**config.mk**
```make
export PLATFORM = sky130hd
export DESIGN_NAME = idi_slave_resp
export DESIGN_NICKNAME = d
export VERILOG_FILES = /design/src/rtl/idi_pkg.sv /design/src/rtl/idi_resp_wdog.sv /design/src/rtl/idi_slave_resp.sv
export SDC_FILE = /design/constraint.sdc
export NUM_CORES = 1
export LEC_CHECK = 0
export BUFFER_PORTS_ARGS = -buffer_cell sky130_fd_sc_hd__clkbuf_2
export CAP_MARGIN = 20
export CORE_ASPECT_RATIO = 1.75
export CORE_MARGIN = 5
export CORE_UTILIZATION = 47
export CTS_CLUSTER_DIAMETER = 40
export DETAILED_ROUTE_END_ITERATION = 10
export PLACE_DENSITY_LB_ADDON = 0.15
export REMOVE_ABC_BUFFERS = 1
export SYNTH_ARGS = -nofsm -noshare
export SYNTH_HDL_FRONTEND = slang
export SYNTH_SLANG_ARGS = --single-unit
```
**constraint.sdc**
```tcl
create_clock -name clk -period 2.6 [get_ports clk]
set_input_delay 0.26 -clock clk [delete_from_list [all_inputs] [get_ports clk]]
set_output_delay 0.26 -clock clk [all_outputs]
set_load 0.01 [all_outputs]
```
**src/rtl/idi_pkg.sv**
```systemverilog
// Shared IDI definitions: bus widths, responder FSM encoding, error read pattern and decode helper.
// Used by the responder RTL and by verification components on the same bus.
package idi_pkg;

  localparam int          IDI_AW       = 16;
  localparam int          IDI_DW       = 32;
  localparam logic [31:0] IDI_ERR_DATA = 32'hDEAD_BEEF;

  typedef enum logic [1:0] {
    ST_IDLE   = 2'd0,
    ST_ACCESS = 2'd1,
    ST_RESP   = 2'd2,
    ST_HOLD   = 2'd3
  } idi_resp_state_e;

  // Compares one bit wider than the operands so that base+span cannot wrap.
  function automatic logic addr_in_range(input logic [31:0] addr,
                                         input logic [31:0] base,
                                         input logic [31:0] span);
    logic [32:0] lim;
    lim = {1'b0, base} + {1'b0, span};
    return ({1'b0, addr} >= {1'b0, base}) && ({1'b0, addr} < lim);
  endfunction

endpackage

```
**src/rtl/idi_resp_wdog.sv**
```systemverilog
// Backend-wait watchdog: counts enabled cycles from a clear; expire is combinational on the last count.
// No flow control; clr has priority over en.
module idi_resp_wdog #(
  parameter int TIMEOUT = 64
) (
  input  logic clk,
  input  logic rst_n,
  input  logic clr,
  input  logic en,
  output logic expire
);

  localparam int             CW   = $clog2(TIMEOUT);
  localparam logic [CW-1:0]  LAST = CW'(TIMEOUT - 1);

  logic [CW-1:0] cnt;

  always_ff @(posedge clk or negedge rst_n) begin
    if (!rst_n) begin
      cnt <= '0;
    end else if (clr) begin
      cnt <= '0;
    end else if (en) begin
      cnt <= cnt + CW'(1);
    end
  end

  assign expire = en && (cnt == LAST);

endmodule

```
**src/rtl/idi_slave_resp.sv**
```systemverilog
// IDI register-bus responder: decodes a held request, runs one backend access, returns a one-cycle ack.
// Latency: ack 2 cycles after req with zero backend wait (1 on decode error); backend stalls via reg_rdy, bounded by TIMEOUT.
module idi_slave_resp
  import idi_pkg::*;
#(
  parameter int               AW        = IDI_AW,
  parameter int               DW        = IDI_DW,
  parameter logic [AW-1:0]    BASE_ADDR = 16'h0000,
  parameter logic [AW-1:0]    ADDR_SPAN = 16'h0100,
  parameter int               TIMEOUT   = 64,
  parameter logic [DW-1:0]    ERR_DATA  = DW'(IDI_ERR_DATA)
) (
  input  logic             clk,
  input  logic             rst_n,
  input  logic             idi_req,
  input  logic             idi_wr,
  input  logic [AW-1:0]    idi_addr,
  input  logic [DW-1:0]    idi_wdata,
  input  logic [DW/8-1:0]  idi_wstrb,
  output logic             idi_ack,
  output logic [DW-1:0]    idi_rdata,
  output logic             idi_err,
  output logic             reg_en,
  output logic             reg_wr,
  output logic [AW-1:0]    reg_addr,
  output logic [DW-1:0]    reg_wdata,
  output logic [DW/8-1:0]  reg_wstrb,
  input  logic [DW-1:0]    reg_rdata,
  input  logic             reg_rdy
);

  localparam int         BW       = DW / 8;
  localparam logic [1:0] S_IDLE   = ST_IDLE;
  localparam logic [1:0] S_ACCESS = ST_ACCESS;
  localparam logic [1:0] S_RESP   = ST_RESP;
  localparam logic [1:0] S_HOLD   = ST_HOLD;

  logic [1:0] state;
  logic       decode_ok;
  logic       wd_expire;

  always_comb begin
    decode_ok = addr_in_range(32'(idi_addr), 32'(BASE_ADDR), 32'(ADDR_SPAN))
             && ((idi_addr & AW'(BW - 1)) == '0)
             && (!idi_wr || (idi_wstrb != '0));
  end

  idi_resp_wdog #(
    .TIMEOUT(TIMEOUT)
  ) u_wdog (
    .clk    (clk),
    .rst_n  (rst_n),
    .clr    (state == S_IDLE),
    .en     (state == S_ACCESS),
    .expire (wd_expire)
  );

  always_ff @(posedge clk or negedge rst_n) begin
    if (!rst_n) begin
      state     <= S_IDLE;
      idi_ack   <= 1'b0;
      idi_err   <= 1'b0;
      idi_rdata <= '0;
      reg_en    <= 1'b0;
      reg_wr    <= 1'b0;
      reg_addr  <= '0;
      reg_wdata <= '0;
      reg_wstrb <= '0;
    end else begin
      idi_ack <= 1'b0;
      case (state)
        S_IDLE: begin
          if (idi_req) begin
            if (decode_ok) begin
              state     <= S_ACCESS;
              reg_en    <= 1'b1;
              reg_wr    <= idi_wr;
              reg_addr  <= idi_addr - BASE_ADDR;
              reg_wdata <= idi_wdata;
              reg_wstrb <= idi_wstrb;
            end else begin
              // Rejected at decode: answer directly, the backend never sees it.
              state     <= S_RESP;
              idi_ack   <= 1'b1;
              idi_err   <= 1'b1;
              idi_rdata <= idi_wr ? '0 : ERR_DATA;
            end
          end
        end
        S_ACCESS: begin
          // reg_rdy is tested first so a completion on the last watchdog cycle is not an error.
          if (reg_rdy) begin
            state     <= S_RESP;
            reg_en    <= 1'b0;
            idi_ack   <= 1'b1;
            idi_err   <= 1'b0;
            idi_rdata <= reg_wr ? '0 : reg_rdata;
          end else if (wd_expire) begin
            state     <= S_RESP;
            reg_en    <= 1'b0;
            idi_ack   <= 1'b1;
            idi_err   <= 1'b1;
            idi_rdata <= reg_wr ? '0 : ERR_DATA;
          end
        end
        S_RESP:  state <= S_HOLD;
        default: state <= S_IDLE;
      endcase
    end
  end

endmodule

```
======== After elaboration in Yosys (flattened, before gate mapping) ========
Cells that the tools add are included.
cells by class
  add/subtract/negate cells ............... 1
  equal/unequal tests ..................... 7
  $lt $le $gt $ge ......................... 1
  reductions and logical operators ........ 13
  mux-type cells .......................... 30
operators by type and width
  operator               number
  $mux W32               7
  $pmux W32 S2           1
  $logic_not A16 Y1      1
  $lt A16 B9 Y1 const B  1
  $mux W1                12
  $mux W6                2
  $mux W2                4
  $reduce_and A4 Y1      2
  $add A6 B1 Y6 const B  1
  $eq A6 B6 Y1 const B   1
  $ne A2 B2 Y1 const B   3
  $pmux W1 S2            3
  $pmux W2 S3            1
  $reduce_bool A4 Y1     1
  $logic_and A1 B1 Y1    3
  $ne A3 B3 Y1 const B   1
  $reduce_and A3 Y1      1
  $eq A2 B1 Y1 const B   1
  $eq A2 B2 Y1 const B   1
  $logic_not A2 Y1       1
  $reduce_and A2 Y1      1
  $reduce_bool A2 Y1     1
  $logic_not A1 Y1       1
  $logic_or A1 B1 Y1     1
word-level totals
  bits of input ports ..................... 89
  word-level logic and storage cells ...... 62
  bits in registers ....................... 96
  output and inout port bits .............. 88

======== Depth between registers and ports, before layout ========
  depth in word-level cells ............... 6
  gate-level depth with buffers ........... 8
  mapped depth without buffers ............ 7

======== Hierarchy ========
From an unflattened synthesis, not the netlist that was laid out.
unflattened totals
  cells, all modules ...................... 316
  area total of the unflattened synthesis .. 4366.7 sq um
by module, submodules not included
  module          cells an instance  instances  sequential area each (sq um)  area an instance (sq um)
  idi_slave_resp  288                1          2252.2                        4076.4
  idi_resp_wdog   28                 1          150.1                         290.3

======== Worst setup path after synthesis ========
No wires, ideal clock.
  kind .................................... reg-to-reg
  start ................................... reg state[1]
  end ..................................... reg idi_rdata[12]
  required time ........................... 2475 ps
  cell stages (with the launch flop) ...... 8
  period minus slack after synthesis ...... 1981 ps
  setup time .............................. 125 ps
  arrival time ............................ 1857 ps
  path slack .............................. 619 ps
  path buffers ............................ 2
  path through ............................ dfrtp_1 -> inv_1 -> ha_1 -> clkbuf_1 -> nand3_1 -> o2111ai_4 -> buf_8 -> mux2_2
between the ends
  longest elaborated chain between the ends .. 4
  elaborated cells between the ends (all ways) .. 9
  classes of those cells .................. eq/ne: 4; mux: 1; reduce/logical: 4
RTL lines
  what                                line                                        text
  from (decl)                         idi_slave_resp.sv:38                        logic [1:0] state;
  from (signal assigned)              idi_slave_resp.sv:60                        state <= S_IDLE;
  from (signal assigned)              idi_slave_resp.sv:75                        state <= S_ACCESS;
  from (signal assigned)              idi_slave_resp.sv:83                        state <= S_RESP;
  $eq A2 B1 Y1                        idi_slave_resp.sv:54, idi_slave_resp.sv:71
  $logic_and A1 B1 Y1                 idi_resp_wdog.sv:28                         assign expire = en && (cnt == LAST);
  $ne A3 B3 Y1 (no source line)       n/a
  $reduce_and A4 Y1 (no source line)  n/a
  to (signal assigned)                idi_slave_resp.sv:86                        idi_rdata <= idi_wr ? '0 : ERR_DATA;
  to (signal assigned)                idi_slave_resp.sv:97                        idi_rdata <= reg_wr ? '0 : reg_rdata;
  to (signal assigned)                idi_slave_resp.sv:103                       idi_rdata <= reg_wr ? '0 : ERR_DATA;
  to (decl)                           idi_slave_resp.sv:21                        output logic [DW-1:0] idi_rdata,
Parallel ways exist; a longest one is shown, timed or not.
A chain may end at the register's enable or synchronous reset.

======== Worst setup path in the final report ========
  start ................................... reg state[1]
  end ..................................... reg idi_rdata[8]
The elaborated chain is that of the path after synthesis.

==> run summary <==
Number of diodes = 0
Die ar. = 11100 µm²
Largest net degree at the start of global routing = 54
I/O Buffers = 176
# rows = 46
Worst slew pin tran = 0.638 ns
Post-Syn Area = 4260 µm²
Area of the multi-input gates = 1710 µm²
WP data arrival = 2.56 ns
Detailed-route DRC error count = 0
Total clock sinks = 96
CP startpoint = state[1]$_DFFE_PN0P_
Final Hold Fails = 0
Post-Synthesis Cells = 310
Finished layout cell area = 5610 µm²
Max-cap viol count = 0
Initial antenna violation count = 0
Area delta synth->final = 31.5%
Die width = 82.0 µm
Synth Register Bits = 96
RR Startpoint = state[1]$_DFFE_PN0P_
DP Area = 5240 µm²
Outcome = finished clean
Tcrit/Tclk final = 89.7%
Hold Crit Class = in -> reg
Worst slew margin = 57.5%
Vias in the first global route = 3159
All-Layer GR Usage = 18.0%
DRT Wirelength = 9.60 mm
Yosys warning count = 0
Setup TNS Final = 0 ns
Hold wc startpoint = idi_wdata[1]
Avg Inst Size Synth = 13.7 µm²
WHS = 0.141 ns
Post-Layout Cell Count = 613
Max Freq = 429 MHz
Crit end category = flop
Layout fillers = 725
FF/Latch Area = 2400 µm²
Critical path fanouts, max = 22
Total power = 4970 µW
Final HPWL DP = 7.06 mm
Pleak = 0.00317 µW
Root Driver = clkbuf_16
Initial Util = 47.5%
Clk slew on worst S/H paths = 0.07 ns
CTS tree = built
Sequential share of the synthesized area = 56.4%
RSZ-0062 raised after global routing = no
I/O Pins = 177
DR iter-0 viols = 107
Unique masters post-synth = 35
Max VDD drop = 0.416 mV
Initial DRT Pass Iterations = 4
Vias post-DR = 2992
CP Launch Type = flop
Required time of the critical path = 2.83 ns
Tmin final = 2.33 ns
GRT Residual Overflow = 0
Max-slew violations = 0
CTS H-tree lvls = 3
Average wire per standard cell = 15.7 µm
Total placed cells including tap cells = 595
Nets = 581
Vias/cell = 4.88
RePlAce Congestion = 0.752
CP Class = reg -> reg
Pwr Density = 886 nW/µm²
Number of post-CTS setup repair buffers = 0
Fraction of layout cells with a size suffix above 1 = 55.0%
Most frequent cells in the layout = clkbuf_2, dfrtp_1, mux2_4
Most common cell after layout, fill and taps aside = clkbuf_2
Setup Skew = 0.00952 ns
First-pass GRT wire length = 15.3 mm
Clock Path Buffers = 2
DIE HEIGHT = 136 µm
CTS Buf Count = 9
Post-DRT Antenna Nets = 0
Setup-failing EPs final = 0
Core box area = 8980 µm²
Clock Latency Late Sink = 0.34 ns
[final timing paths]
kind                                              to  slack (ns)  depth (start not counted)
setup / recovery            idi_rdata[8]$_DFFE_PN0P_        0.27                          8
hold / removal              reg_wdata[1]$_DFFE_PN0P_        0.14                          2
hold reg to reg             reg_addr[13]$_DFFE_PN0P_        0.48                          1
setup reg to reg            idi_rdata[8]$_DFFE_PN0P_        0.27                          8
max in group asynchronous  idi_rdata[26]$_DFFE_PN0P_        1.41                          3
min in group asynchronous        idi_err$_DFFE_PN0P_        0.50                          2
[layer usage]
layer | global-route usage (%) | share of wire (%)
met5 | 0 | 0
met4 | 6.10 | 1.5
met3 | 6.50 | 9.3
met2 | 27.6 | 48
met1 | 23.4 | 41
[cell type report]
cell class | count | area share (%)
inverter | 5 | 0.335
sequential | 96 | 42.9
clock buffer | 13 | 5.00
multi-input combinational | 191 | 30.5
clock inverter | 3 | 0.826
timing repair buffer | 185 | 17.8
tap | 120 | 2.68
[registers in the layout, summed over array words and instances (netlist names)]
register,count
idi_ack,1
reg_wr,1
idi_err,1
reg_wdata,32
idi_rdata,32
u_wdog.cnt,6
state,2
reg_en,1
reg_wstrb,4
reg_addr,16
[what timing repair did]
item,4_1_cts,5_1_grt
resized for setup,0,0
hold endpoints to repair,46,0
hold buffers,1,0
[logic make-up (layout without fill, tap and decap cells)]
kind of cell	after synthesis	in the layout	share of synthesized area [%]
compound gates	34	34	4.99
mux	79	79	24.3
fa+ha+maj	4	4	1.17
xor+xnor	4	4	0.822
flops	96	96	56.4
simple gates	70	70	8.81
buf+inv	23	206	3.52
[metrics by stage]
stage          setup WS, ns  util [%]
2_1_floorplan         0.152         -
3_3_place_gp          0.184      58.4
3_5_place_dp         0.0464      58.4
4_1_cts              0.0411      62.1
5_1_grt               0.110      62.4
6_report              0.267      62.4
[report_power, final]
group / internal, µW / switching, µW / total, µW
Sequential: 1790 / 155 / 1940
Clock: 854 / 547 / 1400
Combinational: 815 / 810 / 1630
[cell usage after synthesis]
cell,number,area (µm²)
mux2i_1,3,30.0
or4_1,1,7.51
nand2_1,32,120
o2bb2ai_1,1,8.76
buf_8,3,45.0
mux2_4,40,601
or2_2,1,6.26
xor2_1,3,26.3
xnor2_1,1,8.76
a31o_2,1,8.76
and3_1,9,56.3
or3_1,1,6.26
nor2_1,6,22.5
nor2b_1,1,6.26
o2111ai_4,1,26.3
nand4_4,1,21.3
nor3_4,1,16.3
inv_1,5,18.8
mux2_2,23,259
dfrtp_1,96,2400
or4_4,1,11.3
buf_6,4,45.0
mux2_1,13,146
nand3_2,1,10.0
clkbuf_1,11,41.3
o21ai_0,25,125
ha_1,4,50.1
a21oi_1,2,10.0
nand4_1,2,12.5
nand3_1,2,10.0
a21oi_2,1,8.76
and2_1,10,62.6
a32o_1,1,10.0
o31ai_1,2,15.0
nor4_1,1,6.26
[worst max-delay path, stage by stage (launching register included)]
cell	delay (ns)
dfrtp_1	0.40
inv_1	0.10
ha_1	0.24
and3_1	0.21
nand4_1	0.16
nand3_1	0.17
o2111ai_4	0.31
buf_16	0.28
mux2_1	0.33
(Power assumes the default switching activity.)
